<file path="src/rtl/word_class_scanner_if.sv">
// Word stream between a word source and the class scanner.
// The source drives valid/data and the scanner answers with ready.
interface word_class_scanner_if #(
  parameter int WIDTH = 32
);
  logic             valid;
  logic [WIDTH-1:0] data;
  logic             ready;

  modport master (output valid, output data, input ready);
  modport slave  (input valid, input data, output ready);
endinterface

</file>
<file path="src/rtl/word_class_scanner.sv">
// Scans a programmed number of words from a valid/ready stream. Each word is
// classified as all-zero, all-ones or mixed. Per-class counts and the longest
// run of consecutive all-zero words are accumulated, then a one-cycle done
// pulse is raised. Results hold until the next accepted start.
module word_class_scanner #(
  parameter int WIDTH = 32,
  parameter int CNT_W = 8
) (
  input  logic                 clk,
  input  logic                 rst,
  input  logic                 start,
  input  logic [CNT_W-1:0]     len,
  input  logic                 abort,
  word_class_scanner_if.slave  in_bus,
  output logic                 busy,
  output logic                 done,
  output logic                 aborted,
  output logic [CNT_W-1:0]     zero_cnt,
  output logic [CNT_W-1:0]     one_cnt,
  output logic [CNT_W-1:0]     mixed_cnt,
  output logic [CNT_W-1:0]     max_zero_run
);

  typedef enum logic [1:0] {
    IDLE,
    SCAN,
    DONE
  } state_t;

  localparam logic [CNT_W-1:0] CNT_ONE  = CNT_W'(1);
  localparam logic [CNT_W-1:0] CNT_ZERO = '0;

  state_t           state;
  logic [CNT_W-1:0] remaining;
  logic [CNT_W-1:0] cur_run;
  logic [WIDTH-1:0] word;
  logic             accept;
  logic             word_zero;
  logic             word_one;
  logic [CNT_W-1:0] next_run;

  // in_ready, busy and done are pure decodes of the state register, so the
  // stream handshake never has a combinational path from in_valid.
  assign in_bus.ready = (state == SCAN);
  assign busy         = (state == SCAN);
  assign done         = (state == DONE);

  assign word      = in_bus.data;
  assign accept    = in_bus.valid && (state == SCAN);
  assign word_zero = ~|word;
  assign word_one  = &word;
  assign next_run  = cur_run + CNT_ONE;

  // Sequencing FSM plus the counters it owns; counters only move on accepts.
  always_ff @(posedge clk or posedge rst) begin
    if (rst) begin
      state        <= IDLE;
      aborted      <= 1'b0;
      zero_cnt     <= CNT_ZERO;
      one_cnt      <= CNT_ZERO;
      mixed_cnt    <= CNT_ZERO;
      max_zero_run <= CNT_ZERO;
      remaining    <= CNT_ZERO;
      cur_run      <= CNT_ZERO;
    end else begin
      case (state)
        IDLE: begin
          if (start) begin
            aborted      <= 1'b0;
            zero_cnt     <= CNT_ZERO;
            one_cnt      <= CNT_ZERO;
            mixed_cnt    <= CNT_ZERO;
            max_zero_run <= CNT_ZERO;
            cur_run      <= CNT_ZERO;
            remaining    <= len;
            state        <= (len == CNT_ZERO) ? DONE : SCAN;
          end
        end
        SCAN: begin
          if (accept) begin
            remaining <= remaining - CNT_ONE;
            if (word_zero) begin
              zero_cnt <= zero_cnt + CNT_ONE;
              cur_run  <= next_run;
              if (next_run > max_zero_run) begin
                max_zero_run <= next_run;
              end
            end else begin
              cur_run <= CNT_ZERO;
              if (word_one) begin
                one_cnt <= one_cnt + CNT_ONE;
              end else begin
                mixed_cnt <= mixed_cnt + CNT_ONE;
              end
            end
          end
          if ((accept && (remaining == CNT_ONE)) || abort) begin
            aborted <= abort;
            state   <= DONE;
          end
        end
        DONE: begin
          state <= IDLE;
        end
        default: begin
          state <= IDLE;
        end
      endcase
    end
  end

endmodule

</file>
<file path="src/flat_wrapper.sv">
// flat-port wrapper written by rule: the top's interface ports become plain ports
module word_class_scanner_flat 
#(
  parameter int WIDTH = 32,
  parameter int CNT_W = 8
)
  (clk, rst, start, len, abort, busy, done, aborted, zero_cnt, one_cnt, mixed_cnt, max_zero_run, in_bus_valid, in_bus_data, in_bus_ready);
  word_class_scanner_if #(.WIDTH(WIDTH)) in_bus_i ();
  input  logic clk;
  input  logic rst;
  input  logic start;
  input  logic [CNT_W-1:0] len;
  input  logic abort;
  output logic busy;
  output logic done;
  output logic aborted;
  output logic [CNT_W-1:0] zero_cnt;
  output logic [CNT_W-1:0] one_cnt;
  output logic [CNT_W-1:0] mixed_cnt;
  output logic [CNT_W-1:0] max_zero_run;
  input wire logic [$bits(in_bus_i.valid)-1:0] in_bus_valid;
  input wire logic [$bits(in_bus_i.data)-1:0] in_bus_data;
  output wire logic [$bits(in_bus_i.ready)-1:0] in_bus_ready;
  assign in_bus_i.valid = in_bus_valid;
  assign in_bus_i.data = in_bus_data;
  assign in_bus_ready = in_bus_i.ready;
  word_class_scanner #(.WIDTH(WIDTH), .CNT_W(CNT_W)) u_core (.clk(clk), .rst(rst), .start(start), .len(len), .abort(abort), .in_bus(in_bus_i), .busy(busy), .done(done), .aborted(aborted), .zero_cnt(zero_cnt), .one_cnt(one_cnt), .mixed_cnt(mixed_cnt), .max_zero_run(max_zero_run));
endmodule
</file>
<file path="config.mk">
export PLATFORM = sky130hd
export DESIGN_NAME = word_class_scanner_flat
export DESIGN_NICKNAME = d
export VERILOG_FILES = /design/src/rtl/word_class_scanner_if.sv /design/src/rtl/word_class_scanner.sv /design/src/flat_wrapper.sv
export SDC_FILE = /design/constraint.sdc
export NUM_CORES = 1
export LEC_CHECK = 0
export BUFFER_PORTS_ARGS = -buffer_cell sky130_fd_sc_hd__buf_2
export CAP_MARGIN = 5
export CORE_MARGIN = 3
export CORE_UTILIZATION = 47
export CTS_CLUSTER_DIAMETER = 100
export DETAILED_ROUTE_END_ITERATION = 6
export PLACE_DENSITY = 0.76
export RECOVER_POWER = 100
export SYNTH_ARGS = -nofsm -noshare
export SYNTH_HDL_FRONTEND = slang
export SYNTH_SLANG_ARGS = --single-unit
</file>
<file path="constraint.sdc">
create_clock -name clk -period 2.4 [get_ports clk]
set_input_delay 0.12 -clock clk [delete_from_list [all_inputs] [get_ports clk]]
set_output_delay 0.12 -clock clk [all_outputs]
set_load 0.005 [all_outputs]
</file>
* After elaboration in Yosys (flattened, before gate mapping)
Cells that the tools add are included.
Word-level totals: register bits after elaboration 51, bits of input ports 45, output and inout bits 36, logic and storage cells 69
Cells by class: $add $sub $neg 5, order comparisons 1, eq/ne operators 11, muxes and demuxes 29, reductions and logical operators 15
Operators with widths (number):
- 8-bit 2-to-1 mux | 16
- 8-bit one-hot mux with 2 select lines | 6
- 8-bit by 1-bit adder with 8-bit output (second input constant) | 4
- 32-bit AND reduction | 1
- 32-bit OR reduction | 1
- 5-bit AND reduction | 3
- 2-bit by 1-bit inequality test with 1-bit output (second input constant) | 5
- 8-bit by 1-bit equality test with 1-bit output (second input constant) | 1
- 8-bit > comparator | 1
- 8-bit zero test | 1
- 8-bit by 1-bit subtractor with 8-bit output (second input constant) | 1
- 2-bit 2-to-1 mux | 3
- 2-bit inequality test (second input constant) | 3
- 3-bit AND reduction | 2
- 2-bit one-hot mux with 2 select lines | 1
- 4-bit AND reduction | 1
- 2-bit by 1-bit equality test with 1-bit output (second input constant) | 1
- 2-bit equality test (second input constant) | 1
- 1-bit logical AND | 2
- 2-bit zero test | 1
- 1-bit 2-to-1 mux | 2
- 1-bit one-hot mux with 2 select lines | 1
- 2-bit AND reduction | 1
- 2-bit nonzero test | 1
- 1-bit logical OR | 1

* Logic depth before layout (Yosys ltp)
word-level depth 6, gate-level depth with buffers 12, gate-level depth less buffers 11

* Worst setup path after synthesis
No wires, ideal clock.
path type register to register, from reg u_core.cur_run[0], to reg u_core.max_zero_run[2], setup time 0.143 ns, data arrival time 2.362 ns, data required time 2.257 ns, setup slack -0.105 ns, cell stages (with the launch flop) 12, path buffers 1, clock period less this slack 2.505 ns, cells stage by stage dfrtp_1 -> ha_1 -> nand3_1 -> xor2_1 -> inv_1 -> ha_1 -> a21o_1 -> a21o_1 -> a211oi_1 -> or3_1 -> buf_2 -> o22ai_1
On the way: cells in the longest elaborated chain, start to end 5, elaborated cells on any way between the ends 8, classes of those cells 1 x add/sub; 1 x order compare; 1 x eq/ne; 4 x mux; 1 x reduce/logical
RTL lines:
- start, declared | line word_class_scanner.sv:35 | logic [CNT_W-1:0] cur_run;
- start signal, assigned | line word_class_scanner.sv:84 | cur_run <= next_run;
- 8-bit by 1-bit adder with 8-bit output (*) | line word_class_scanner.sv:52 | assign next_run = cur_run + CNT_ONE;
- branches (longest 4 deep; another with 8-bit > comparator)
- end signal, assigned | line word_class_scanner.sv:86 | max_zero_run <= next_run;
- end, declared | line word_class_scanner.sv:21 | output logic [CNT_W-1:0] max_zero_run
Mark *: on every way between the ends. The select of a mux whose other input is x is not followed. A chain may end at the register's enable or synchronous reset.

* Final worst setup path
from reg u_core.cur_run[1], to reg u_core.max_zero_run[7]
Same word-level chain as after synthesis.

==> impl_metrics.csv <==
group,metric,value,unit
yosys,synth.area.top_cells,"dfrtp_1 (43%), ha_1 (5.9%), nand4_1 (4.9%)",
place,dp.cells,500,
power,cellPowerDensity,601.4,nW/µm²
power,internal_power,1.488,mW
power,vdd_ir_drop_max,382.1,µV
timing,finalMaxSlewViolations,0,
timing,final.setup.tns,-0.08392,ns
cells_and_area,drive_gt1_share,27.44,%
power,sequentialPowerShare,46.6,%
setup_path,ff2ff_path_depth,11,
power,swShare,35.27,%
detailed_routing,viasPerCell,5.620,
global_routing,grt_max_degree,33,
global_routing,grt_pass1_wl,12430,µm
clock_tree,clock-root-buffer,"clkbuf_8",
yosys,ys_types,46,
cells_and_area,multi_input_area,1674,µm²
setup_path,cp_max_fo,6,
power,power_switching,810.4,µW
detailed_routing,vias,2900,
detailed_routing,drt_wl_total,7687,µm
cells_and_area,num-fill-cells,521,
yosys,ys.flop_type,"dfrtp_1",
yosys,synth.top_cell.area_share,43.24,%
detailed_routing,wl_per_cell,14.90,µm
setup_path,r2r_setup_slack,-0.02,ns
die,ios,81,
timing,max_freq,412.8,MHz
clock_tree,path_clk_slew,0.10,ns
yosys,synthesis.instances,336,
setup_path,critical_path_class,"reg2reg",
place,hpwl,5723,µm
timing,tightestPinTransition,1.168,ns
die,rows,28,
timing,rsz0062_at_grt,"true",
status,status,"finished with violations",
power,cellLeakagePower,1.743,nW
cells_and_area,syn2layout_area_growth,29.46,%
cells_and_area,fin_nets,499,
setup_path,r2r_start,"u_core.cur_run[1]",
power,finalPower,2.298,mW
clock_tree,cts_made_buffers,5,
detailed_routing,drc,0,
die,core-area,5991,µm²
cells_and_area,utilization,63.78,%
global_routing,antenna_found_initial,0,
clock_tree,cts_sinks,51,
detailed_routing,drt_iter0_markers,139,
cells_and_area,final_cell_area,3821,µm²
timing,slew_headroom,22.08,%
global_routing,grt.overflow.total,0,
timing,fin_crit_sh,100.9,%
global_routing,grt.total_usage,20.76,%
yosys,yosys_warnings,0,
setup_path,endpoint,"u_core.max_zero_run[7]",
timing,post-route-min-period,2.422,ns
die,die_area,7267,µm²
detailed_routing,firstDrtPassIters,4,
place,numPortBuffers,80,
power,clkPwrFrac,27.1,%
yosys,synth-seq-area-share,43.24,%
timing,setup_violations,6,
yosys,synth-seq-cells,51,
die,start_util,49.27,%
die,fp.dieW,85.25,µm
timing,hold_viol_final,0,
setup_path,worstPathRequired,2.63,ns
place,placed_area,3557,µm²
setup_path,crit_start,"u_core.cur_run[1]",
place,gp_congestion,0.8933,
detailed_routing,antenna_left,0,
run,cap_viol_max_count,0,
setup_path,cp-start-kind,"flop",
clock_tree,clock_path_buffers,2,
die,die_h,85.25,µm
setup_path,reg2reg_to,"u_core.max_zero_run[7]",
yosys,synth_area_per_cell,8.784,µm²
yosys,async_reset_ff_share,100.0,%
yosys,synth_top_area_cell,"dfrtp_1",
status,violations,"negative setup slack",
timing,timing.final.ws_setup,-0.02228,ns
setup_path,critPathArrivalTime,2.66,ns
cells_and_area,register_area,1276,µm²
cells_and_area,n_antenna_cell,0,
clock_tree,htree_levels,2,
timing,skew,0.01136,ns
yosys,synth-edff-count,0,
clock_tree,clk_latency,0.31,ns
power,comb_power_share,26.3,%
yosys,syn_area,2952,µm²
hold_path,hold_path_class,"in2reg",
global_routing,grt_pass1_vias,2728,
clock_tree,tritoncts,"built",
yosys,syn_nets,395,
setup_path,end_kind,"flop",
cells_and_area,finalNonFillerCells,516,
[worst min path at each step]
stage                start                endpoint  slack [ns]  cells past startpoint
detailed placement     rst  u_core.max_zero_run[2]        0.25                      2
global route         abort          u_core.aborted        0.03                      2
floorplan           len[0]     u_core.remaining[0]        0.25                      2
finish               abort          u_core.aborted        0.04                      2
CTS                  abort          u_core.aborted        0.04                      2
global placement       rst  u_core.max_zero_run[2]        0.25                      2
[per-layer routing]
layer	vias up	GRT usage [%]	routed length, µm
met2	82	35.17	3724
met5	-	0	0
met4	0	5.036	70
met3	8	3.107	399
met1	1386	27.98	3492
li1	1424	-	-
[layout make-up]
type                       instances  share of cell area [%]
multi-input combinational        250                   43.81
sequential                        51                   33.40
timing repair buffer             108                   14.96
tap                               75                   2.456
inverter                          24                   2.358
clock buffer                       5                   1.801
clock inverter                     3                   1.212
[worst max-delay path, cell delays in order (launching register included)]
cell      delay, ns
dfrtp_1        0.41
ha_2           0.21
nand3_2        0.11
nor2_2         0.12
xnor2_1        0.15
inv_1          0.11
ha_4           0.28
nand4_1        0.11
a21oi_2        0.18
a211oi_4       0.07
or3_4          0.45
o22ai_2        0.15
[power groups by stage]
| stage | Clock (mW) | Combinational, mW | Sequential [mW] |
|---|---|---|---|
| after floorplan | 0 | 0.401 | 1.06 |
| after global placement | 0 | 0.614 | 1.08 |
| after detailed placement | 0 | 0.627 | 1.08 |
| after CTS | 0.633 | 0.630 | 1.07 |
| after global routing | 0.668 | 0.682 | 1.09 |
| final | 0.622 | 0.605 | 1.07 |
[cells in the mapped netlist, types with 2 or more instances]
cell,n
buf_2,2
and3_1,4
o22ai_1,8
o21ai_0,27
a211oi_1,7
nor3_1,5
a21oi_1,22
nand3_1,9
xor2_1,9
xnor2_1,8
nor2_1,23
dfrtp_1,51
nand2_1,38
nand2b_1,2
ha_1,14
inv_1,23
a22oi_1,2
or4_1,3
mux2i_1,2
nand4_1,23
nor4_1,11
a21o_1,4
or3_1,9
nor2b_1,2
clkbuf_1,7
[what timing repair did]
action | CTS | global route
buffers inserted | 2 | 5
hold buffers | 1 | 0
endpoints found under the hold margin | 30 | 0
pin swaps | 2 | 11
resized for setup | 2 | 22
endpoints found under the setup margin | 8 | 8
[layout by cell type (no fill, tap or decap), types with 4 or more instances in the layout]
cell	count
buf_2	67
dfrtp_1	51
nand2_1	38
o21ai_0	27
nand4_1	23
inv_1	23
a21oi_1	22
nor2_1	20
clkbuf_1	19
buf_4	18
nor4_1	11
ha_1	11
xor2_1	9
or3_1	8
nand3_1	7
xnor2_1	6
a211oi_1	6
o22ai_2	6
nor3_1	5
clkbuf_8	5
a21o_1	4
[state kept, by name, summed over array words and instances (netlist names)]
name / flops
u_core.aborted: 1
u_core.cur_run: 8
u_core.max_zero_run: 8
u_core.mixed_cnt: 8
u_core.one_cnt: 8
u_core.remaining: 8
u_core.state: 2
u_core.zero_cnt: 8
[logic make-up after synthesis]
logic type,share of synthesized area (%)
mux,0.6783
simple gates,24.25
buf+inv,4.705
xor+xnor,5.045
compound gates,16.15
fa+ha+maj,5.935
flops,43.24
[through the flow]
step	hold WS [ns]	worst slack (ns)
6_report	0.04044	-0.02228
5_1_grt	0.03011	-0.1596
4_1_cts	0.03735	-0.001451
3_5_place_dp	0.2548	-0.06411
3_3_place_gp	0.2542	0.02483
2_1_floorplan	0.2527	0.009921
Power figures use the tool's default switching activity.
